[src/rtl/pipe_stage_reg.sv]
// Inter-stage pipeline register with valid/ready handshake, flush-to-bubble and a saturating bubble counter.
// One cycle push-to-output latency; define PIPE_STAGE_REG_SKID_EN for a 2-entry skid buffer with registered in_ready.
module pipe_stage_reg #(
  parameter int                 INSTR_W   = 16,
  parameter int                 PAYLOAD_W = 84,
  parameter logic [INSTR_W-1:0] NOP_INSTR = '0,
  parameter int                 CNT_W     = 16
) (
  input  logic                 clk,
  input  logic                 rst,
  input  logic                 flush,
  input  logic                 in_valid,
  output logic                 in_ready,
  input  logic [INSTR_W-1:0]   in_instr,
  input  logic [PAYLOAD_W-1:0] in_payload,
  output logic                 out_valid,
  input  logic                 out_ready,
  output logic [INSTR_W-1:0]   out_instr,
  output logic [PAYLOAD_W-1:0] out_payload,
  input  logic                 cnt_clr,
  output logic [CNT_W-1:0]     bubble_cnt
);

  typedef enum logic [1:0] {EMPTY, ONE, TWO} state_t;

  localparam logic [CNT_W-1:0] CNT_ONE = {{(CNT_W-1){1'b0}}, 1'b1};
  localparam logic [CNT_W-1:0] CNT_MAX = {CNT_W{1'b1}};

  state_t               state;
  state_t               state_nxt;
  logic                 push;
  logic                 pop;
  logic [INSTR_W-1:0]   main_instr;
  logic [PAYLOAD_W-1:0] main_payload;

`ifdef PIPE_STAGE_REG_SKID_EN
  logic                 rdy_q;
  logic [INSTR_W-1:0]   skid_instr;
  logic [PAYLOAD_W-1:0] skid_payload;
`endif

  // in_ready already folds in !flush, so a push never coincides with a flush.
  assign push        = in_valid && in_ready;
  assign pop         = out_valid && out_ready;
  assign out_instr   = main_instr;
  assign out_payload = main_payload;

  always_ff @(posedge clk or negedge rst) begin
    if (!rst) begin
      state <= EMPTY;
    end else begin
      state <= state_nxt;
    end
  end

  always_comb begin
    state_nxt = state;
    if (flush) begin
      state_nxt = EMPTY;
    end else begin
      case (state)
        EMPTY: if (push) state_nxt = ONE;
`ifdef PIPE_STAGE_REG_SKID_EN
        ONE: begin
          if (push && !pop)      state_nxt = TWO;
          else if (pop && !push) state_nxt = EMPTY;
        end
        TWO: if (pop) state_nxt = ONE;
`else
        ONE: if (pop && !push) state_nxt = EMPTY;
`endif
        default: state_nxt = EMPTY;
      endcase
    end
  end

  always_comb begin
    out_valid = (state != EMPTY);
`ifdef PIPE_STAGE_REG_SKID_EN
    in_ready  = rdy_q && !flush;
`else
    in_ready  = (!out_valid || out_ready) && !flush;
`endif
  end

`ifdef PIPE_STAGE_REG_SKID_EN
  // Registered ready: deasserts only once both entries are occupied.
  always_ff @(posedge clk or negedge rst) begin
    if (!rst) begin
      rdy_q <= 1'b1;
    end else begin
      rdy_q <= (state_nxt != TWO);
    end
  end
`endif

  always_ff @(posedge clk or negedge rst) begin
    if (!rst) begin
      main_instr   <= NOP_INSTR;
      main_payload <= '0;
`ifdef PIPE_STAGE_REG_SKID_EN
      skid_instr   <= NOP_INSTR;
      skid_payload <= '0;
`endif
    end else if (flush) begin
      main_instr <= NOP_INSTR;
    end else begin
      case (state)
        EMPTY: begin
          if (push) begin
            main_instr   <= in_instr;
            main_payload <= in_payload;
          end
        end
        ONE: begin
          if (push && pop) begin
            main_instr   <= in_instr;
            main_payload <= in_payload;
`ifdef PIPE_STAGE_REG_SKID_EN
          end else if (push) begin
            skid_instr   <= in_instr;
            skid_payload <= in_payload;
`endif
          end else if (pop) begin
            main_instr <= NOP_INSTR;
          end
        end
`ifdef PIPE_STAGE_REG_SKID_EN
        TWO: begin
          if (pop) begin
            main_instr   <= skid_instr;
            main_payload <= skid_payload;
          end
        end
`endif
        default: main_instr <= NOP_INSTR;
      endcase
    end
  end

  always_ff @(posedge clk or negedge rst) begin
    if (!rst) begin
      bubble_cnt <= '0;
    end else if (cnt_clr) begin
      bubble_cnt <= '0;
    end else if (!out_valid && bubble_cnt != CNT_MAX) begin
      bubble_cnt <= bubble_cnt + CNT_ONE;
    end
  end

endmodule

[config.mk]
export PLATFORM = sky130hd
export DESIGN_NAME = pipe_stage_reg
export DESIGN_NICKNAME = d
export VERILOG_FILES = /design/src/rtl/pipe_stage_reg.sv
export SDC_FILE = /design/constraint.sdc
export NUM_CORES = 1
export LEC_CHECK = 0
export CORE_ASPECT_RATIO = 0.5
export CORE_MARGIN = 5
export CORE_UTILIZATION = 41
export CTS_CLUSTER_DIAMETER = 30
export DETAILED_ROUTE_END_ITERATION = 7
export PLACE_DENSITY_LB_ADDON = 0.15
export SLEW_MARGIN = 5
export SYNTH_ARGS = -nofsm -noshare
export SYNTH_HDL_FRONTEND = slang
export SYNTH_SLANG_ARGS = --single-unit
[constraint.sdc]
create_clock -name clk -period 2.2 [get_ports clk]
set_input_delay 0.55 -clock clk [delete_from_list [all_inputs] [get_ports clk]]
set_output_delay 0.55 -clock clk [all_outputs]
set_load 0.005 [all_outputs]
-- Yosys cells after proc, flatten, opt, wreduce, memory -nomap -nowiden
Cells that the tools add are included.
- flip-flop bits (word level): 118
- output and inout port bits: 118
- add/subtract/negate cells: 1
- equality and inequality tests: 7
- muxes and demuxes: 14
- bitwise gates (word level): 1
- reduce and logical (&&, ||, !) cells: 17
- operators with widths (kind ; count):
    $mux 84 ; 2
    $pmux 84 s2 ; 1
    $mux 16 ; 6
    $pmux 16 s2 ; 1
    $add 16x1->16 const B ; 1
    $ne 16x16->1 const B ; 1
    $logic_and 1x1->1 ; 6
    $mux 2 ; 3
    $ne 3x3->1 const B ; 2
    $reduce_bool 2->1 ; 3
    $ne 2x2->1 const B ; 2
    $ne 4x4->1 const B ; 1
    $pmux 2 s2 ; 1
    $reduce_and 2->1 ; 2
    $reduce_and 4->1 ; 1
    $logic_not 1->1 ; 3
    $eq 2x1->1 const B ; 1
    $logic_not 2->1 ; 1
    $logic_or 1x1->1 ; 1
    $not 1->1 ; 1

-- Longest topological paths before layout
Gate-level depths: netlist of the first run.
- word-level depth: 10
- gate-level depth with buffers: 6
- gate-level depth less buffers: 5

-- Worst setup path before layout of the first run
OpenSTA, ideal clock, no wires.
- path type: register to register
- start: reg bubble_cnt[0]
- end: reg bubble_cnt[7]
- setup time: 0.125 ns
- data arrival time: 1.718 ns
- slack: 0.357 ns
- cell stages (with the launch flop): 7
- path buffers: 1
- clock period less this slack: 1.843 ns
- cell sequence: dfrtp_1 > ha_1 > nand4_1 > o41a_1 > buf_6 > nand4_1 > mux2_2
- cells in the longest elaborated chain, start to end: 3
- ends and longest elaborated chain (what ; RTL line ; text):
    from (decl) ; 21 ; output logic [CNT_W-1:0] bubble_cnt
    from (signal assigned) ; 147 ; bubble_cnt <= bubble_cnt + CNT_ONE;
    $add 16x1->16 or $ne 16x16->1 (tied branches) ; 147, 146 ;
    $mux 16 or $logic_and 1x1->1 (tied branches) ; 146 ; end else if (!out_valid && bubble_cnt != CNT_MAX) begin
    $mux 16 or $reduce_bool 2->1 (tied branches) ; -- ;
Parallel ways exist; a longest one is shown, timed or not. The select of a mux whose other input is x is not followed.
A chain may end at the register's enable or synchronous reset.

-- Worst setup path in the final report of the first run
- start: in out_ready
- end: out in_ready
- cells in the longest elaborated chain, start to end: 2
- ends and longest elaborated chain (what ; RTL line ; text):
    from (decl) ; 17 ; input logic out_ready,
    $logic_or 1x1->1 ; 82 ; in_ready = (!out_valid || out_ready) && !flush;
    $logic_and 1x1->1 ; 82 ;
    to (decl) ; 13 ; output logic in_ready,
Every way passes these cells.

==> results of run 1 <==
==> sequential cells by signal, indices dropped and copies added (netlist names) <==
signal       flops
out_instr       16
state            1
out_payload     84
bubble_cnt      16
==> logic make-up (layout without fill, tap and decap cells) <==
| group | after synthesis | in the layout | share of synthesized area [%] |
|---|---|---|---|
| and+or+nand+nor | 56 | 56 | 6.81 |
| AOI/OAI and AO/OA | 37 | 37 | 6.27 |
| DFF | 117 | 117 | 63.2 |
| muxes | 88 | 88 | 21.4 |
| adders and majority gates | 1 | 1 | 0.270 |
| buffers and inverters | 18 | 269 | 1.89 |
| xor gates and xnor gates | 1 | 1 | 0.189 |
==> final cells by class <==
class	instances	area (um^2)
Clock buffer	21	460
Clock inverter	10	106
Fill cell	778	3350
Inverter	3	11.3
Multi-Input combinational cell	183	1620
Sequential cell	117	2930
Tap cell	145	181
Timing Repair Buffer	235	2360
==> worst max-delay path: cells and delay by family <==
family / cells / cell delay, ps
buffers and inverters: 2 / 670
AND/OR/NAND/NOR: 2 / 270
==> timing repair <==
item                                    CTS  global route
gates resized for setup                   1             0
setup buffers                             0             0
endpoints found under the setup margin    1             0
==> metal layers <==
| metal | global-route usage (%) | vias to the layer above |
|---|---|---|
| met5 | 0 | - |
| met3 | 7.13 | 12 |
| met1 | 21.5 | 1778 |
| met4 | 6.79 | 0 |
| li1 | - | 1647 |
| met2 | 34.0 | 104 |
==> worst max path at each step <==
stage                             start            end  slack [ps]
final                         out_ready       in_ready         160
after global routing           state[0]   out_instr[6]          80
after CTS                     out_ready       in_ready         160
after detailed placement      out_ready   out_instr[1]        -150
after global placement        out_ready   out_instr[1]        -130
after floorplan           bubble_cnt[0]  bubble_cnt[7]         360
==> stage by stage <==
stage	total power [W]	hold WS [ps]	TNS, ps
2_1_floorplan	0.00299	254	0
3_3_place_gp	0.00389	482	-2110
3_5_place_dp	0.00392	481	-2270
4_1_cts	0.00663	76.4	0
5_1_grt	0.00685	92.1	0
6_report	0.00653	76.9	0
==> cell usage in the layout (no fill, tap or decap), types with 2 or more instances in the layout <==
cell type	count
a21oi_1	8
a22o_1	16
and2_1	2
buf_12	3
buf_4	10
bufinv_16	2
clkbuf_1	2
clkbuf_16	17
clkbuf_8	2
clkdlybuf4s50_1	221
clkinv_2	6
dfrtp_1	117
inv_1	3
mux2_2	87
nand2_1	4
nand3_1	7
nand4_1	3
nand4_2	2
nor2_1	17
nor2b_1	5
nor3_1	3
o31ai_1	5
or4_1	5
==> power by group <==
part / internal, W / leakage (nW) / switching, W
Clock: 0.00171 / 0.282 / 0.000953
Combinational: 0.000896 / 1.48 / 0.000383
Sequential: 0.00244 / 1.44 / 0.000149
==> impl_metrics.ini, run 1 <==
[detailed_routing]
routed-wl-met3_um = 895
drt_iter0_markers = 111
drt-met1-wl_mm = 4.81
wl_per_cell_um = 17.7
highest_layer = met4
routed-via-count = 3541
ant_nets = 0
wl_met2_mm = 6.81
totalWireLength_mm = 12.6
first_pass_iters = 4
route.detailed.drc = 0
via_per_inst = 4.96

[clock_tree]
insertion_delay_ps = 400
numCtsBuffers = 17
cts_tree = built
cts_root_buf = clkbuf_16
clock_path_buffers = 2
cts_sinks = 117
htree_levels = 4
path_clk_slew_ps = 50
postCtsHoldBufs = 0

[setup_path]
critical_path.max_stage_delay_ps = 400
path_max_fanout = 3
slowest_stage = clkdlybuf4s50_1
r2r-end = bubble_cnt[7]
critPathLaunchType = input pin
rr_startpoint = bubble_cnt[0]
cp_cell_sequence = clkdlybuf4s50_1 > nor2b_1 > nor2_1 > dlygate4sd2_1
reg2reg_depth = 5
reg2reg_slack_ps = 180
worst_ep_arrival_time_ps = 1490
critPathKind = in -> out
critPathCaptureType = primary output
cp_data_required_time_ps = 1650

[global_routing]
antenna_found_initial = 0
grt_pass1_wl_mm = 20.4
grt_max_degree = 53
grt_usage_pct = 19.2
overflow = 0
grt_pass1_vias = 3787

[floorplanning]
initial_core_util_pct = 42.1
dieArea_um2 = 13700
io_pins = 224
die_h_um = 85.2
die_x_um = 160
num_rows = 27
core_um2 = 11000

[sta]
tightest_slew_ps = 1050
post-route-min-period_ps = 2040
max_freq_mhz = 491
clock_skew_ps = 8.78
rsz0062_at_grt = no
slew_viol_final = 0
setup_ws_ps = 163
period_share_pct = 92.6
maxSlewHeadroom_pct = 29.9
setup_viol = 0
hold_viol = 0

[finish]
area_growth_syn_to_layout_pct = 65.4
nets = 664
drive_gt1_share_pct = 23.9
design_area_um2 = 7660
fin_cells = 714
fin_util_pct = 69.6
diodes = 0

[logic_synthesis]
yosys_warnings = 0
syn_nets = 425
synth_top_flop_cell = dfrtp_1
syn_avg_cell_area_um2 = 14.6
ys_seq_area_share_pct = 63.2
yosys.area.top_type = dfrtp_1
synth_top_area_share_pct = 63.2
synthCells = 318
ys_async_sr_fraction_pct = 100
ys_ff_latch = 117
synthTopCellsByCount = dfrtp_1, mux2_2, nor2_1
synth_edf_count = 0
ys_top_cells_by_area = dfrtp_1, mux2_2, a22o_1, nor2_1, buf_2
yosysMostFrequentCell = dfrtp_1
yosysUniqueCellTypes = 36
syn_area_um2 = 4630

[place]
place_area_um2 = 7100
portBuffers = 223
place_hpwl_mm = 9.35
dp_slack_ps = -150
dp_cells = 683
gp_congestion = 0.757

[min_path]
hold_path.class = in -> async

[status]
status = complete, no violations

[power]
power.density_nw_per_um2 = 852
ir_drop_mv = 0.630
p_leak_nw = 3.19

[job]
maxCapViolations = 0
(Power assumes the default switching activity.)
==> run 2, diff against run 1 <==
--- a/config.mk
+++ b/config.mk
@@ -7,9 +7,10 @@
 export LEC_CHECK = 0
 export CORE_ASPECT_RATIO = 0.5
 export CORE_MARGIN = 5
-export CORE_UTILIZATION = 41
+export CORE_UTILIZATION = 40
 export CTS_CLUSTER_DIAMETER = 30
 export DETAILED_ROUTE_END_ITERATION = 7
+export GPL_TIMING_DRIVEN = 0
 export PLACE_DENSITY_LB_ADDON = 0.15
 export SLEW_MARGIN = 5
 export SYNTH_ARGS = -nofsm -noshare
==> impl_metrics.ini, run 2 (synthesis gave the netlist of run 1 again) <==
[clock_tree]
cts_root_buf = clkbuf_16
htree_levels = 4
cts_resized = 1
cts_setup_buffers = 0
insertion_delay_ps = 400
cts_sinks = 117
clock_path_buffers = 2
cts_tree = built
numCtsBuffers = 17
path_clk_slew_ps = 60
postCtsHoldBufs = 0

[sta]
max_freq_mhz = 494
maxSlewHeadroom_pct = 54.1
post-route-min-period_ps = 2020
setup_viol = 0
slew_viol_final = 0
tightest_slew_ps = 683
clock_skew_ps = 8.96
rsz0062_at_grt = no
hold_viol = 0
period_share_pct = 91.9

[finish]
multiInputGateArea_um2 = 1620
design_area_um2 = 7740
largest_register_ffs = 84
area_growth_syn_to_layout_pct = 67.2
nets = 668
drive_gt1_share_pct = 24.0
final_common_cell = clkdlybuf4s50_1
fin_util_pct = 69.5
final_cell_mix = clkdlybuf4s50_1, dfrtp_1, mux2_2, nor2_1, clkbuf_16
seq_area_um2 = 2930
fillers = 831
diodes = 0

[setup_path]
rr_startpoint = bubble_cnt[0]
critPathKind = in -> out
cp_top_family = buffers and inverters
critical_path.max_stage_delay_ps = 390
cp_cell_sequence = clkdlybuf4s50_1 > nor2b_1 > nor2_1 > dlygate4sd2_1
worst_ep_arrival_time_ps = 1470
path_max_fanout = 3
cp-startpoint = out_ready
critPathCaptureType = primary output
critPathLaunchType = input pin
cp_data_required_time_ps = 1650
slowest_stage = clkdlybuf4s50_1
cp.buffers_inverters = 2

[global_routing]
grt_max_degree = 70
grt_usage_pct = 18.5
antenna_found_initial = 0
grt_pass1_wl_mm = 20.2
grt_pass1_vias = 3917
overflow = 0

[floorplanning]
core_um2 = 11100
die_h_um = 86.1
io_pins = 224
num_rows = 27
die_x_um = 162
initial_core_util_pct = 41.5
dieArea_um2 = 14000

[place]
portBuffers = 223
gp_congestion = 0.762
place_area_um2 = 7070
place_hpwl_mm = 9.43

[detailed_routing]
routed-via-count = 3539
via_per_inst = 4.92
first_pass_iters = 4
route.detailed.drc = 0
drt_iter0_markers = 125
wl_per_cell_um = 17.6
totalWireLength_mm = 12.6
ant_nets = 0

[min_path]
hold_path.class = in -> async

[power]
clockPowerShare_pct = 44.8
p_switching_w = 0.00151
seq_power_share_pct = 37.1
cellInternalPower_w = 0.00548
p_leak_nw = 3.24
ir_drop_mv = 0.573
pwr-share-comb_pct = 18.2
switching_share_pct = 21.6
power.density_nw_per_um2 = 903

[status]
status = complete, no violations

[job]
maxCapViolations = 0
[run 2: changes by cell type in the layout (fill, tap and decap cells not counted), sizes merged]
cell,before,now
bufinv,2,6
clkinv,7,5
clkinvlp,1,3
clkbuf,21,22
[run 2: stage by stage]
step                total power [W]  setup TNS (ps)  hold WS, ps  worst slack [ps]  instances
global route                0.00731               0          108              69.3        719
floorplan                   0.00299               0          254               357        318
finish                      0.00699               0         76.6               177        719
global placement            0.00388         -498930          484             -4170        686
detailed placement          0.00392          -14510          480              -189        687
CTS                         0.00708               0         96.4               175        719
[run 2: worst register-to-register path: cells and delay by family, from the launching register on]
kind	cells	cell delay [ps]
flip-flops	1	410
multiplexers	1	330
AND/OR/NAND/NOR	2	280
buffers and inverters	1	150
AO/OA/AOI/OAI	1	450
adder cells (fa/ha/maj)	1	270
[run 2: power groups by stage]
stage	sequential (W)	clock (W)	combinational, W
final	0.00259	0.00313	0.00127
after global routing	0.00264	0.00331	0.00136
after CTS	0.00259	0.00319	0.00130
after detailed placement	0.00263	0	0.00129
after global placement	0.00261	0	0.00127
after floorplan	0.00264	0	0.000341
[run 2: path summary, 6_finish.rpt]
check,end,slack [ps],cells past startpoint
setup / recovery,in_ready,180,4
hold / removal,out_payload[27],80,1
setup reg to reg,bubble_cnt[7],200,6
hold reg to reg,out_instr[4],500,1
max in group asynchronous,out_payload[7],1410,2
min in group clk,out_instr[4],500,1
[run 2: cell type report]
| type | instances | share of cell area (%) |
|---|---|---|
| repair buffers | 224 | 29.2 |
| flip-flops and latches | 117 | 37.8 |
| inverters | 3 | 0.145 |
| clock buffers | 18 | 5.67 |
| clock inverters | 14 | 2.99 |
| plain buffers | 15 | 0.986 |
| multi-input cells | 183 | 20.9 |
| well taps | 145 | 2.34 |
[run 2: routing by layer]
metal | track usage, % | vias to the layer above | wire length, um
met2 | 33.7 | 108 | 6660
met4 | 7.60 | 0 | 269
met5 | 0 | - | 0
met1 | 19.4 | 1761 | 4760
li1 | - | 1651 | -
met3 | 7.44 | 19 | 930
==> run 3, diff against run 2 <==
--- a/config.mk
+++ b/config.mk
@@ -11,6 +11,7 @@
 export CTS_CLUSTER_DIAMETER = 30
 export DETAILED_ROUTE_END_ITERATION = 7
 export GPL_TIMING_DRIVEN = 0
+export HOLD_SLACK_MARGIN = 0.06
 export PLACE_DENSITY_LB_ADDON = 0.15
 export SLEW_MARGIN = 5
 export SYNTH_ARGS = -nofsm -noshare
==> results of run 3 <==
No change in the layout: final DEF, timing and power equal those of run 2.
==> RTL change 1, RTL diff (config.mk and constraints of run 1) <==
Change the parameter `PAYLOAD_W` from 84 to 76.
--- a/src/rtl/pipe_stage_reg.sv
+++ b/src/rtl/pipe_stage_reg.sv
@@ -2,7 +2,7 @@
 // One cycle push-to-output latency; define PIPE_STAGE_REG_SKID_EN for a 2-entry skid buffer with registered in_ready.
 module pipe_stage_reg #(
   parameter int                 INSTR_W   = 16,
-  parameter int                 PAYLOAD_W = 84,
+  parameter int                 PAYLOAD_W = 76,
   parameter logic [INSTR_W-1:0] NOP_INSTR = '0,
   parameter int                 CNT_W     = 16
 ) (
Interface: changed (resized in_payload and out_payload); port bits go from 224 to 208. The function was not compared with the original's and may differ.
==> RTL change 1 against run 1 <==
- worst setup slack got worse by 0.0082 ns
- sequential cell count fell by 8
- total power fell by 20%
- combinational power fell by 9%
- cell area fell by 9.1%
- area after synthesis fell by 7.6%
- highest routed layer unchanged
- hold slack improved by 0.067 ns
- maximum frequency fell by 0.40%
- wire length fell by 9.1%
==> RTL change 1: results (changes against run 1) <==
[cts]
h-tree-depth=3  ; was 4
insertion_delay_ns=0.34  ; was 0.40 ns

[timing]
fin_skew_ns=0.00944  ; was 0.00878 ns
period_needed_ns=2.04  ; about the same
relSlewSlack_pct=54.6  ; was 29.9%

[cells_and_area]
layout.nonclk_buf_share_pct=32.4  ; was 30.7%
nClkBuffers=9  ; was 21
fillers=750  ; was 778
n_all_buffers=224  ; was 235
nFlopsAndLatches=109  ; was 117
drive_gt1_share_pct=21.8  ; was 23.9%
clkCellAreaFrac_pct=4.38  ; was 7.40%
layoutNonFillerInstCount=662  ; was 714
ff_latch_area_um2=2730  ; was 2930 um^2
largest_reg_flops=76  ; was 84

[critical_path]
worstReg2RegEnd=bubble_cnt[11]$_DFFE_PN0P_  ; was bubble_cnt[7]$_DFFE_PN0P_
ff2ff_path_depth=4  ; was 5
reg2reg_slack_ns=0.23  ; was 0.18 ns

[detailed_routing]
via_per_inst=4.99  ; was 4.96
wl_per_cell_um=17.4  ; was 17.7 um
wl_met2_um=6140  ; was 6810 um
wl_met1_um=4190  ; was 4810 um
detailedRoute.firstIterationViolations=78  ; was 111

[grt]
grtUsageMet1_pct=19.6  ; was 21.5%
use_met2_pct=34.2  ; was 34.0%
grt_pass1_wl_um=18300  ; was 20,400 um

[placement]
placed_cell_area_um2=6660  ; was 7100 um^2
gp_congestion=0.763  ; was 0.757
dp_slack_ns=-0.190  ; was -0.150 ns

[logic_synthesis]
ys_top_cells_by_count=dfrtp_1, mux2_2, a22o_1, a21oi_1, nor2_1  ; was dfrtp_1, mux2_2, nor2_1, a22o_1, buf_2
yosysSeqAreaShare_pct=63.7  ; was 63.2%
synth.area.top_cells=dfrtp_1, mux2_2, a22o_1, a21oi_1, buf_2  ; was dfrtp_1, mux2_2, a22o_1, nor2_1, buf_2
syn_nets=394  ; was 425

[run_status]
status=completed  ; unchanged

[floorplanning]
tap_cells=140  ; was 145

RTL change 1: worst min path at each step:
stage | to | slack (ns) | cells past startpoint | from
6_report | out_payload[58]$_DFFE_PN0P_ | 0.14 | 1 | rst
5_1_grt | out_payload[58]$_DFFE_PN0P_ | 0.17 | 1 | rst
4_1_cts | out_payload[58]$_DFFE_PN0P_ | 0.15 | 1 | rst
3_5_place_dp | out_instr[6]$_DFFE_PN0P_ | 0.48 | 1 | out_instr[6]$_DFFE_PN0P_
3_3_place_gp | out_instr[4]$_DFFE_PN0P_ | 0.48 | 1 | out_instr[4]$_DFFE_PN0P_
2_1_floorplan | bubble_cnt[0]$_DFFE_PN0P_ | 0.25 | 0 | rst
RTL change 1: kinds of logic after synthesis:
kind of cell | count (synthesis) | synth area share (%)
and+or+nand+nor | 47 | 6.58
muxes | 76 | 20.0
DFF | 109 | 63.7
AOI/OAI and AO/OA | 45 | 7.69
adders and majority gates | 1 | 0.292
buffers and inverters | 17 | 1.72
RTL change 1: power groups by stage:
stage / registers (mW) / clock network [mW] / logic [mW]
floorplan: 2.45 / 0 / 0.299
global placement: 2.42 / 0 / 1.17
detailed placement: 2.44 / 0 / 1.19
CTS: 2.40 / 1.72 / 1.19
global route: 2.44 / 1.80 / 1.26
finish: 2.40 / 1.66 / 1.17
RTL change 1: critical path, cell delays in order:
cell and delay, ns:
clkdlybuf4s50_1 0.40, nor2b_1 0.19, nor2_1 0.09, dlygate4sd2_1 0.27
RTL change 1: per-stage QoR:
step | util [%] | hold WS [ns]
after global routing | 68.2 | 0.175
after CTS | 68.2 | 0.154
after detailed placement | 65.2 | 0.480
final | 68.2 | 0.144
after global placement | 65.2 | 0.483
after floorplan | - | 0.254
==> RTL change 2, RTL diff (settings of run 1) <==
Without the edit above. The 3 states of `state_t` get a one-hot encoding in 3 bits.
--- a/src/rtl/pipe_stage_reg.sv
+++ b/src/rtl/pipe_stage_reg.sv
@@ -21,7 +21,7 @@
   output logic [CNT_W-1:0]     bubble_cnt
 );
 
-  typedef enum logic [1:0] {EMPTY, ONE, TWO} state_t;
+  typedef enum logic [2:0] {EMPTY = 3'b001, ONE = 3'b010, TWO = 3'b100} state_t;
 
   localparam logic [CNT_W-1:0] CNT_ONE = {{(CNT_W-1){1'b0}}, 1'b1};
   localparam logic [CNT_W-1:0] CNT_MAX = {CNT_W{1'b1}};
Check against the original RTL: same outputs for any inputs over 4 cycles, from zero or initial values and one cycle with rst low; so few cycles prove little.
==> RTL change 2 against run 1 <==
- cell area increased by 5.8%
- combinational power rose by 95%
- area after synthesis increased by 2.6%
- total power increased by 27%
- sequential power increased by 18%
- critical path depth is 5 higher
- sequential cell count increased by 1
- worst setup slack got worse by 0.11 ns
- hold slack gained 0.060 ns
- utilization is 3.1 points higher
- wire length is 2.8% higher
- die area up 2.4%
==> RTL change 2: results (changes against run 1) <==
[grt]
antenna_found_initial=0  ; unchanged
grt_pass1_wl_um=20800  ; was 20,400 um
grt_pass1_vias=3991  ; was 3,787
grt_max_degree=43  ; was 53
grt_usage_pct=18.8  ; was 19.2%

[placement]
placed_cell_area_um2=7420  ; was 7100 um^2
dpl.hpwl_um=9590  ; was 9350 um
gp_congestion=0.756  ; was 0.757
dp.cells=718  ; was 683
dp_slack_ns=-0.203  ; was -0.150 ns

[timing]
fin_ws_ns=0.0534  ; was 0.163 ns
fin_skew_ns=0.0107  ; was 0.00878 ns
relSlewSlack_pct=45.9  ; was 29.9%
holdWs_ns=0.137  ; was 0.0769 ns

[logic_synthesis]
yosysSeqAreaShare_pct=62.1  ; was 63.2%
synth_cells=337  ; was 318
ys_top_cells_by_count=dfrtp_1, mux2_2, a22o_1, a21oi_1, nor2_1  ; was dfrtp_1, mux2_2, nor2_1, a22o_1, buf_2
synthDistinctLibCells=34  ; was 36
synth.area.top_cells=dfrtp_1, mux2_2, a22o_1, a21oi_1, or4_1  ; was dfrtp_1, mux2_2, a22o_1, nor2_1, buf_2
synth_warnings=0  ; unchanged
syn_nets=446  ; was 425

[detailed_routing]
detailedRoute.firstIterationViolations=136  ; was 111
via_per_inst=4.93  ; was 4.96
wl_met2_um=6470  ; was 6810 um
wl_per_cell_um=17.3  ; was 17.7 um
top_layer=met4  ; unchanged
wl_met3_um=904  ; was 895 um
wl_met1_um=5480  ; was 4810 um

[critical_path]
ff2ff_path_depth=9  ; was 5
startpoint=state[0]$_DFFE_PN1P_  ; was out_ready
cp_max_fo=11  ; was 3
end_kind=flop  ; was output port
worstReg2RegEnd=out_payload[11]$_DFFE_PN0P_  ; was bubble_cnt[7]$_DFFE_PN0P_
arrival_ns=2.42  ; was 1.49 ns
reg2reg_slack_ns=0.05  ; was 0.18 ns

[cells_and_area]
largest_reg_flops=84  ; unchanged
layoutNonFillerInstCount=752  ; was 714
drive_gt1_share_pct=27.2  ; was 23.9%
nets=703  ; was 664

[cts]
h-tree-depth=4  ; unchanged
clk_path_buf_depth=2  ; unchanged

[pwr]
vdd_drop_max_v=0.000635  ; was 0.000630 V
p_leak_nw=3.40  ; was 3.19 nW

[run_status]
status=completed  ; unchanged

[RTL change 2: changes by cell type after synthesis, moves of 4 or more]
cell | run 1 | this run
nor2_1 | 17 | 12
a21oi_1 | 8 | 14
o21ai_0 | 1 | 5
nand2b_1 | 0 | 5
[RTL change 2: timing repair]
action,4_1_cts,5_1_grt
gates cloned,0,2
setup endpoints to repair,8,87
pin swaps,0,5
resized for setup,9,10
[RTL change 2: layout make-up]
| class | instances | area, um^2 |
|---|---|---|
| Clock buffer | 24 | 492 |
| Clock inverter | 8 | 97.6 |
| Fill cell | 821 | 3040 |
| Inverter | 6 | 27.5 |
| Multi-Input combinational cell | 196 | 1730 |
| Sequential cell | 118 | 2950 |
| Tap cell | 145 | 181 |
| Timing Repair Buffer | 255 | 2620 |
[RTL change 2: critical path, cell delays in order (launching register included)]
cell	delay (ns)
dfstp_2	0.53
ha_1	0.15
buf_6	0.13
nand2b_4	0.12
a21boi_1	0.07
buf_4	0.15
o21ai_4	0.20
clkbuf_16	0.20
buf_12	0.13
mux2_2	0.34
[RTL change 2: cells by family (layout without fill, tap and decap cells)]
family / Yosys count / after routing / synth area share (%)
AO/OA/AOI/OAI: 47 / 47 / 6.95
adder cells (fa/ha/maj): 3 / 3 / 0.790
buffers and inverters: 23 / 293 / 2.50
flip-flops: 118 / 118 / 62.1
multiplexers: 88 / 88 / 20.8
AND/OR/NAND/NOR: 58 / 58 / 6.84
[RTL change 2: layer usage]
| metal | track usage [%] | up-vias |
|---|---|---|
| met5 | 0 | - |
| met4 | 5.76 | 0 |
| met3 | 6.24 | 15 |
| met2 | 32.7 | 125 |
| met1 | 22.3 | 1819 |
| li1 | - | 1745 |
[RTL change 2: power breakdown]
part	internal [mW]	switching [mW]
clock	1.78	0.948
sequential	2.75	0.293
combinational	1.76	0.734
total	6.29	1.98
